File: config.mk
export PLATFORM = sky130hd
export DESIGN_NAME = muldiv_unit
export DESIGN_NICKNAME = d
export VERILOG_FILES = /design/src/rtl/muldiv_pkg.sv /design/src/rtl/muldiv_step.sv /design/src/rtl/muldiv_unit.sv
export SDC_FILE = /design/constraint.sdc
export NUM_CORES = 1
export LEC_CHECK = 0
export ABC_AREA = 1
export BUFFER_PORTS_ARGS = -buffer_cell sky130_fd_sc_hd__buf_4
export CORE_ASPECT_RATIO = 1.1
export CORE_MARGIN = 2
export CORE_UTILIZATION = 45
export CTS_CLUSTER_DIAMETER = 100
export CTS_CLUSTER_SIZE = 12
export DETAILED_ROUTE_END_ITERATION = 10
export HOLD_SLACK_MARGIN = 0.08
export SLEW_MARGIN = 20
export SYNTH_ARGS = -nofsm -noshare
export SYNTH_HDL_FRONTEND = slang
export SYNTH_SLANG_ARGS = --single-unit
File: constraint.sdc
create_clock -name clock -period 14.6 [get_ports clock]
set_input_delay 2.92 -clock clock [delete_from_list [all_inputs] [get_ports clock]]
set_output_delay 2.92 -clock clock [all_outputs]
set_load 0.05 [all_outputs]
File: src/rtl/muldiv_pkg.sv
// ============================================================================
// muldiv_pkg
// Operation codes and FSM state encoding shared by the multiply/divide unit
// and the decode stage.
// Revision: 1.0
// ============================================================================
`default_nettype none

package muldiv_pkg;

  localparam logic [2:0] c_op_mult  = 3'd0;
  localparam logic [2:0] c_op_multu = 3'd1;
  localparam logic [2:0] c_op_div   = 3'd2;
  localparam logic [2:0] c_op_divu  = 3'd3;
  localparam logic [2:0] c_op_mthi  = 3'd4;
  localparam logic [2:0] c_op_mtlo  = 3'd5;

  typedef enum logic [1:0] {
    ST_IDLE   = 2'd0,
    ST_RUN    = 2'd1,
    ST_FINISH = 2'd2
  } state_t;

endpackage

`default_nettype wire

File: src/rtl/muldiv_step.sv
// ============================================================================
// muldiv_step
// One iteration of shift-add multiply or restoring divide on the accumulator.
// Divide half present only when MULDIV_DIV_EN is defined.
// Revision: 1.0
// ============================================================================
`default_nettype none

module muldiv_step
  import muldiv_pkg::*;
#(
  parameter int DATA_W = 32
) (
  input  logic [2*DATA_W-1:0] acc,
  input  logic [DATA_W-1:0]   operand,
`ifdef MULDIV_DIV_EN
  input  logic                is_div,
`endif
  output logic [2*DATA_W-1:0] acc_next,
  output logic                q_bit
);

  logic [DATA_W:0] w_sum;

  // Multiplier bit sits in acc[0]; the carry rides into the shifted upper half.
  assign w_sum = {1'b0, acc[2*DATA_W-1:DATA_W]} + (acc[0] ? {1'b0, operand} : '0);

`ifdef MULDIV_DIV_EN
  logic [DATA_W:0] w_rem_sh;
  logic [DATA_W:0] w_diff;

  assign w_rem_sh = acc[2*DATA_W-1:DATA_W-1];
  assign w_diff   = w_rem_sh - {1'b0, operand};

  always_comb begin
    acc_next = {w_sum, acc[DATA_W-1:1]};
    q_bit    = 1'b0;
    if (is_div) begin
      q_bit    = ~w_diff[DATA_W];
      acc_next = {(w_diff[DATA_W] ? w_rem_sh[DATA_W-1:0] : w_diff[DATA_W-1:0]),
                  acc[DATA_W-2:0], 1'b0};
    end
  end
`else
  assign acc_next = {w_sum, acc[DATA_W-1:1]};
  assign q_bit    = 1'b0;
`endif

endmodule

`default_nettype wire

File: src/rtl/muldiv_unit.sv
// ============================================================================
// muldiv_unit
// Iterative multiply/divide unit holding HI/LO; divide datapath built only
// when MULDIV_DIV_EN is defined.
// Revision: 1.0
// ============================================================================
`default_nettype none

module muldiv_unit
  import muldiv_pkg::*;
#(
  parameter int DATA_W = 32
) (
  input  logic              clock,
  input  logic              reset,
  input  logic              start,
  input  logic [2:0]        op,
  input  logic [DATA_W-1:0] operand_a,
  input  logic [DATA_W-1:0] operand_b,
  output logic              busy,
  output logic              done,
  output logic [DATA_W-1:0] hi,
  output logic [DATA_W-1:0] lo
);

  localparam int                 c_cnt_w = $clog2(DATA_W + 1);
  localparam logic [c_cnt_w-1:0] c_last  = c_cnt_w'(DATA_W - 1);

  state_t              r_state;
  logic [2:0]          r_op;
  logic                r_sign_a;
  logic                r_sign_b;
  logic [2*DATA_W-1:0] r_acc;
  logic [DATA_W-1:0]   r_operand;
  logic [c_cnt_w-1:0]  r_cnt;
  logic [DATA_W-1:0]   r_hi;
  logic [DATA_W-1:0]   r_lo;
  logic                r_busy;
  logic                r_done;

  logic                w_signed_op;
  logic                w_sign_a;
  logic                w_sign_b;
  logic [DATA_W-1:0]   w_mag_a;
  logic [DATA_W-1:0]   w_mag_b;
  logic                w_run_mul;
  logic                w_neg;
  logic [2*DATA_W-1:0] w_product;
  logic [2*DATA_W-1:0] w_acc_next;
  logic                w_q_bit;

  assign w_signed_op = (op == c_op_mult) || (op == c_op_div);
  assign w_sign_a    = w_signed_op & operand_a[DATA_W-1];
  assign w_sign_b    = w_signed_op & operand_b[DATA_W-1];
  assign w_mag_a     = w_sign_a ? -operand_a : operand_a;
  assign w_mag_b     = w_sign_b ? -operand_b : operand_b;

  assign w_run_mul = (r_op == c_op_mult) || (r_op == c_op_multu);
  assign w_neg     = r_sign_a ^ r_sign_b;
  assign w_product = w_neg ? -r_acc : r_acc;

`ifdef MULDIV_DIV_EN
  logic              r_b_zero;
  logic [DATA_W-1:0] w_quot;
  logic [DATA_W-1:0] w_rem;

  // Divide by zero leaves |a| as remainder, so sign correction restores a.
  assign w_quot = r_b_zero ? '1 : (w_neg ? -r_acc[DATA_W-1:0] : r_acc[DATA_W-1:0]);
  assign w_rem  = r_sign_a ? -r_acc[2*DATA_W-1:DATA_W] : r_acc[2*DATA_W-1:DATA_W];
`endif

  muldiv_step #(.DATA_W(DATA_W)) u_step (
    .acc      (r_acc),
    .operand  (r_operand),
`ifdef MULDIV_DIV_EN
    .is_div   (~w_run_mul),
`endif
    .acc_next (w_acc_next),
    .q_bit    (w_q_bit)
  );

  always_ff @(posedge clock or posedge reset) begin
    if (reset) begin
      r_state   <= ST_IDLE;
      r_op      <= '0;
      r_sign_a  <= 1'b0;
      r_sign_b  <= 1'b0;
      r_acc     <= '0;
      r_operand <= '0;
      r_cnt     <= '0;
      r_hi      <= '0;
      r_lo      <= '0;
      r_busy    <= 1'b0;
      r_done    <= 1'b0;
`ifdef MULDIV_DIV_EN
      r_b_zero  <= 1'b0;
`endif
    end else begin
      r_done <= 1'b0;
      case (r_state)
        ST_IDLE: begin
          if (start) begin
            case (op)
              c_op_mult, c_op_multu: begin
                r_op      <= op;
                r_sign_a  <= w_sign_a;
                r_sign_b  <= w_sign_b;
                r_acc     <= {{DATA_W{1'b0}}, w_mag_b};
                r_operand <= w_mag_a;
                r_cnt     <= '0;
                r_busy    <= 1'b1;
                r_state   <= ST_RUN;
              end
              c_op_div, c_op_divu: begin
                r_op     <= op;
                r_sign_a <= w_sign_a;
                r_sign_b <= w_sign_b;
                r_busy   <= 1'b1;
`ifdef MULDIV_DIV_EN
                r_acc     <= {{DATA_W{1'b0}}, w_mag_a};
                r_operand <= w_mag_b;
                r_b_zero  <= (operand_b == '0);
                r_cnt     <= '0;
                r_state   <= ST_RUN;
`else
                r_state   <= ST_FINISH;
`endif
              end
              c_op_mthi: r_hi <= operand_a;
              c_op_mtlo: r_lo <= operand_a;
              default: ;
            endcase
          end
        end
        ST_RUN: begin
          // Quotient bit fills the slot vacated by the divide shift.
          r_acc <= {w_acc_next[2*DATA_W-1:1], w_acc_next[0] | w_q_bit};
          r_cnt <= r_cnt + 1'b1;
          if (r_cnt == c_last) begin
            r_state <= ST_FINISH;
          end
        end
        ST_FINISH: begin
          if (w_run_mul) begin
            {r_hi, r_lo} <= w_product;
          end
`ifdef MULDIV_DIV_EN
          else begin
            r_hi <= w_rem;
            r_lo <= w_quot;
          end
`endif
          r_done  <= 1'b1;
          r_busy  <= 1'b0;
          r_state <= ST_IDLE;
        end
        default: begin
          r_busy  <= 1'b0;
          r_state <= ST_IDLE;
        end
      endcase
    end
  end

  assign busy = r_busy;
  assign done = r_done;
  assign hi   = r_hi;
  assign lo   = r_lo;

endmodule

`default_nettype wire

==> flow_summary.toml, run 1 <==
[sta]
worst_pin_slew_ps = 1094
layout_setup_ws_ps = 9204
period_minus_slack_ps = 5396
maxSlewHeadroom_pct = 27.10
rsz0062_at_grt = "false"
hold_viol = 0
fin_skew_ps = 11.69
setup_violations = 0
post-route-period-util_pct = 36.96
fmax_mhz = 185.3
drv_slew = 0
finalSetupTns_ps = 0

[clock_tree]
cts_buffers = 17
clock_path_buffers = 2
cts_setup_buffers = 0
cts_tree = "yes"
worst_skew_pair.late_latency_ps = 460
hold_buffers = 0
ctsResizeCount = 0
clk_pin_slew_worst_paths_ps = 70
root_buffer = "clkbuf_16"
htreeDepth = 4
cts_sinks = 174

[global_routing]
track_usage_pct = 31.10
grt_pass1_wl_mm = 74.26
grt_max_degree = 94
grt_overflow = 0
grt_pass1_vias = 13570
antenna_found_initial = 0

[yosys]
ys_top_cells_by_area = "dfrtp_1 33%, nand2_1 16%, nor2_1 10%"
synthFlopType = "dfrtp_1"
ys_warn_count = 0
yosysUniqueCellTypes = 43
synth_top_area_share_pct = 32.82
synth_area_mm2 = 0.01327
seq_area_frac_synth_pct = 32.82
synth_top_area_cell = "dfrtp_1"
synth_edf_count = 0
ys_seq_elements = 174
netlist_instances = 2116
synth.avg_cell_area_um2 = 6.270
synth-async-reset-ratio_pct = 100.0
synth_nets = 2223

[pwr]
power.switching_mw = 0.2678
p_comb_share_pct = 7.7
p_int_mw = 0.7483
pwr-share-seq_pct = 47.7
p_clk_share_pct = 44.6
peakVddDrop_v = 0.00005951
p_per_area_mw_per_mm2 = 67.23
power_leakage_nw = 7.705
swShare_pct = 26.36

[floorplan]
core.rowCount = 65
core_mm2 = 0.02887
die_area_mm2 = 0.03087
die_y_um = 184.1
die_x_um = 167.7
ioPinCount = 136
start_util_pct = 45.95

[finish]
antenna_cells = 0
fin_area_mm2 = 0.01512
drive_gt1_share_pct = 9.601
multi_input_area_mm2 = 0.007659
area_growth_pct = 13.93
nNetsFinal = 2323
nFillCells = 2977
regArea_mm2 = 0.004354

[route]
route.detailed.drc = 0
via_count = 14280
routedWlPerCell_um = 18.34
firstDrtPassIters = 6
drt_iter0_markers = 1402
vias_per_cell = 5.499
totalWireLength_mm = 47.63
detail-route-antenna-nets = 0

[setup_path]
worst_ep_arrival_time_ps = 5790
required_ps = 14990
cp_max_fo = 64
cp-start-kind = "input port"
crit_type = "in2reg"
crit_path_end_kind = "register"

[min_path]
hold_class = "reg2reg"

[place]
pre_cts_slack_ps = 9151
dpl-instance-area_mm2 = 0.01455
gp_congestion = 0.9908
portBuffers = 135
hpwlAfterDp_mm = 37.22

[flow_run]
cap_violations = 0

[outcome]
status = "finished, final reports clean"
## state kept, by name (all words and copies together) (netlist names)
signal / flops
r_acc: 64
r_op: 2
hi: 32
r_sign_a: 1
r_state: 2
lo: 32
r_operand: 32
r_sign_b: 1
r_cnt: 6
busy: 1
done: 1
## area by class of cell
type	count	share of cell area (%)
Clock buffer	18	2.839
Inverter	262	6.547
Clock inverter	14	0.8940
Tap cell	368	3.046
Multi-Input combinational cell	1616	50.67
Sequential cell	174	28.81
Timing Repair Buffer	145	7.201
## metal layers
metal	vias to the layer above	global-route usage [%]	share of wire [%]
met2	470	55.17	50
li1	7055	-	-
met1	6686	40.06	42
met4	0	10.40	2.7
met5	-	0	0
met3	69	2.749	5.2
## cell families after synthesis
group                    share of synthesized area (%)
AND/OR/NAND/NOR                                  37.77
flip-flops                                       32.82
buffers and inverters                            9.534
XOR/XNOR                                         1.782
AO/OA/AOI/OAI                                    14.55
adder cells (fa/ha/maj)                          3.546
## worst max-delay path: stages
cell and delay [ps]:
buf_4 130, nor2_1 90, nand3_1 160, nor2_4 830, clkinv_2 1080, a21oi_1 370, o21ai_0 130, nand2_1 70
## per-stage QoR
step	std cells	util, %	power, mW	hold slack, ps
2_1_floorplan	2116	-	0.5352	448.9
3_3_place_gp	2565	50.40	0.5711	465.1
3_5_place_dp	2565	50.40	0.5717	467.3
4_1_cts	2597	52.35	1.023	486.3
5_1_grt	2597	52.36	1.048	511.0
6_report	2597	52.36	1.016	482.6
## synth_stat cells (5+ instances only)
library cell,instances
nor2_1,356
o21ai_1,9
a31oi_1,19
ha_1,36
nor2_2,6
nand4_1,26
o22ai_1,20
clkbuf_1,40
xor2_1,27
buf_4,6
nor3_1,13
o21bai_1,19
nand3_1,211
o21ai_0,123
nand3b_1,5
inv_1,250
o221ai_1,13
inv_2,11
or2_2,11
dfrtp_1,174
a21oi_1,116
a21boi_0,5
buf_2,15
o211ai_1,6
nand2_1,574
## cells in the final DEF, fill, tap and decap left out, types with 6 or more instances in the layout
master     netlist  routed
a21oi_1        116     116
a31oi_1         19      19
buf_4            6     145
clkbuf_16        0      17
dfrtp_1        174     174
ha_1            36      36
inv_1          250     249
inv_2           11      10
nand2_1        574     574
nand3_1        211     211
nand4_1         26      26
nor2_1         356     356
nor3_1          13      13
o211ai_1         6       6
o21ai_0        123     123
o21ai_1          9       9
o21bai_1        19      19
o221ai_1        13      13
o22ai_1         20      20
or2_2           11      11
xor2_1          27      27
## power by group through the flow
stage	Sequential (mW)	Combinational [mW]	Clock, mW
finish	0.484	0.0782	0.454
global route	0.484	0.0871	0.476
CTS	0.484	0.0782	0.460
detailed placement	0.494	0.0780	0
global placement	0.494	0.0775	0
floorplan	0.499	0.0362	0
## worst paths after layout
path,cells after the start,slack (ps),start,to
min in group asynchronous,2,2470,reset,lo[9]$_DFFE_PP0P_
max in group asynchronous,3,10890,reset,r_operand[26]$_DFFE_PP0P_
max reg2reg,10,10710,r_state[0]$_DFFE_PP0P_,r_cnt[5]$_DFFE_PP0P_
min,2,480,r_operand[23]$_DFFE_PP0P_,r_operand[23]$_DFFE_PP0P_
max,8,9200,op[2],r_acc[23]$_DFFE_PP0P_
min reg2reg,2,480,r_operand[23]$_DFFE_PP0P_,r_operand[23]$_DFFE_PP0P_
Power figures use the tool's default switching activity.
==> inputs of run 2 (changes only) <==
clock period = 5.4 ns   (was 14.6 ns; I/O delays follow)
==> run 2 against run 1 <==
  * Total power increased to 2.7 times the previous value
  * Highest routed layer unchanged
  * Wire length grew 0.38%
  * Die area unchanged
  * Design area is essentially flat
  * Clock power grew to 2.7 times the previous value
==> flow_summary.toml, run 2 (synthesized netlist as in run 1, its figures left out) <==
[setup_path]
crit_path_end_kind = "register"
cp_top_family = "buffers and inverters"
crit_buf_inv = 3
crit_type = "in2reg"
cp-start-kind = "input port"
crit_path_max_incr_delay_ps = 850
slowest_stage = "clkinv_2"
worst_ep_arrival_time_ps = 3440
crit_top_cell = "buf_4"
worstPathCellList = "buf_4 -> nor2_1 -> nand3_1 -> nor2_4 -> buf_4 -> clkinv_2 -> a21oi_1 -> o21ai_0 -> nand2_1"
required_ps = 5790
cp_max_fo = 64

[route]
via_count = 14350
detail-route-antenna-nets = 0
route.detailed.drc = 0
totalWireLength_mm = 47.81
routedWlPerCell_um = 18.40
vias_per_cell = 5.525
drt_iter0_markers = 1371
firstDrtPassIters = 5

[global_routing]
grt_pass1_vias = 13600
antenna_found_initial = 0
grt_pass1_wl_mm = 74.48
grt_max_degree = 161
grt_overflow = 0
track_usage_pct = 31.23

[finish]
fin_area_mm2 = 0.01513
final_cell_mix = "574 x nand2_1, 356 x nor2_1, 249 x inv_1"
regMostFlops = "r_acc"
utilization_pct = 52.39
layout_commonest_cell = "nand2_1"
nNetsFinal = 2324
antenna_cells = 0
area_growth_pct = 14.01
largest_reg_flops = 64
nFillCells = 3027
drive_gt1_share_pct = 9.552

[sta]
period_minus_slack_ps = 3047
hold_viol = 0
post-route-period-util_pct = 56.43
maxSlewHeadroom_pct = 29.49
setup_violations = 0
drv_slew = 0
finalSetupTns_ps = 0
fmax_mhz = 328.2
worst_pin_slew_ps = 1058
fin_skew_ps = 15.29
rsz0062_at_grt = "false"

[place]
dpl-instance-area_mm2 = 0.01457
gp_congestion = 0.9419
portBuffers = 135
hpwlAfterDp_mm = 37.14

[pwr]
power_leakage_nw = 7.700
p_per_area_mw_per_mm2 = 180.7
peakVddDrop_v = 0.0001805

[floorplan]
core_mm2 = 0.02887
die_x_um = 167.7
core.rowCount = 65
die_area_mm2 = 0.03087
start_util_pct = 45.95
ioPinCount = 136
die_y_um = 184.1

[clock_tree]
hold_buffers = 0
root_buffer = "clkbuf_16"
worst_skew_pair.late_latency_ps = 450
cts_buffers = 17
clock_path_buffers = 2
cts_tree = "yes"
ctsResizeCount = 0
cts_sinks = 174
clk_pin_slew_worst_paths_ps = 70
htreeDepth = 4
cts_setup_buffers = 0

[flow_run]
cap_violations = 0

[outcome]
status = "finished, final reports clean"

[min_path]
hold_class = "reg2reg"
## run 2: cell types whose count changed in the layout (fill, tap and decap cells not counted), sizes merged
cell / delta
clkinv: -3
clkbuf: +3
buf: +1
inv: -2
clkinvlp: +2
## run 2: path summary, 6_finish.rpt
path,endpoint,from,cells past startpoint,slack [ps]
setup / recovery,r_acc[23]$_DFFE_PP0P_,op[2],9,2350
hold / removal,r_operand[6]$_DFFE_PP0P_,r_operand[6]$_DFFE_PP0P_,2,490
setup reg to reg,r_acc[45]$_DFFE_PP0P_,r_acc[0]$_DFFE_PP0P_,16,2390
hold reg to reg,r_operand[6]$_DFFE_PP0P_,r_operand[6]$_DFFE_PP0P_,2,490
max in group asynchronous,r_acc[27]$_DFFE_PP0P_,reset,3,3580
min in group asynchronous,r_acc[38]$_DFFE_PP0P_,reset,2,610
## run 2: metal layers
layer	GRT usage (%)	up-vias	share of wire [%]
met4	10.85	0	3.0
met2	55.30	455	49
met3	2.727	86	4.7
met1	40.22	6753	43
met5	0	-	0
li1	-	7059	-
## run 2: through the flow
step / power [mW] / std cells / setup slack (ps) / hold WS (ps)
finish: 2.733 / 2598 / 2353 / 487.0
global placement: 1.544 / 2566 / 2032 / 462.4
global route: 2.826 / 2598 / 2028 / 511.0
floorplan: 1.447 / 2116 / 2095 / 448.9
CTS: 2.745 / 2598 / 2432 / 489.5
detailed placement: 1.545 / 2566 / 2013 / 470.4
## run 2: final cells by class
class / count / area (µm²) / share of cell area, %
timing repair buffer: 146 / 1109 / 7.328
clock inverter: 11 / 106.4 / 0.7031
tap: 368 / 460.4 / 3.044
inverter: 262 / 988.4 / 6.534
sequential: 174 / 4354 / 28.78
multi-input combinational: 1616 / 7659 / 50.63
clock buffer: 21 / 450.4 / 2.978
## run 2: where the power goes
part           total, mW  switching [mW]  internal, mW
Clock               1.21           0.560         0.652
Combinational      0.211           0.138        0.0726
Sequential          1.31         0.00293          1.31
Total               2.73           0.701          2.03
## run 2: worst register-to-register path, delay by kind of cell, from the launching register on
kind,cells,cell delay [ps]
fa+ha+maj,2,660
compound gates,3,380
simple gates,7,880
flops,1,330
buf+inv,4,600
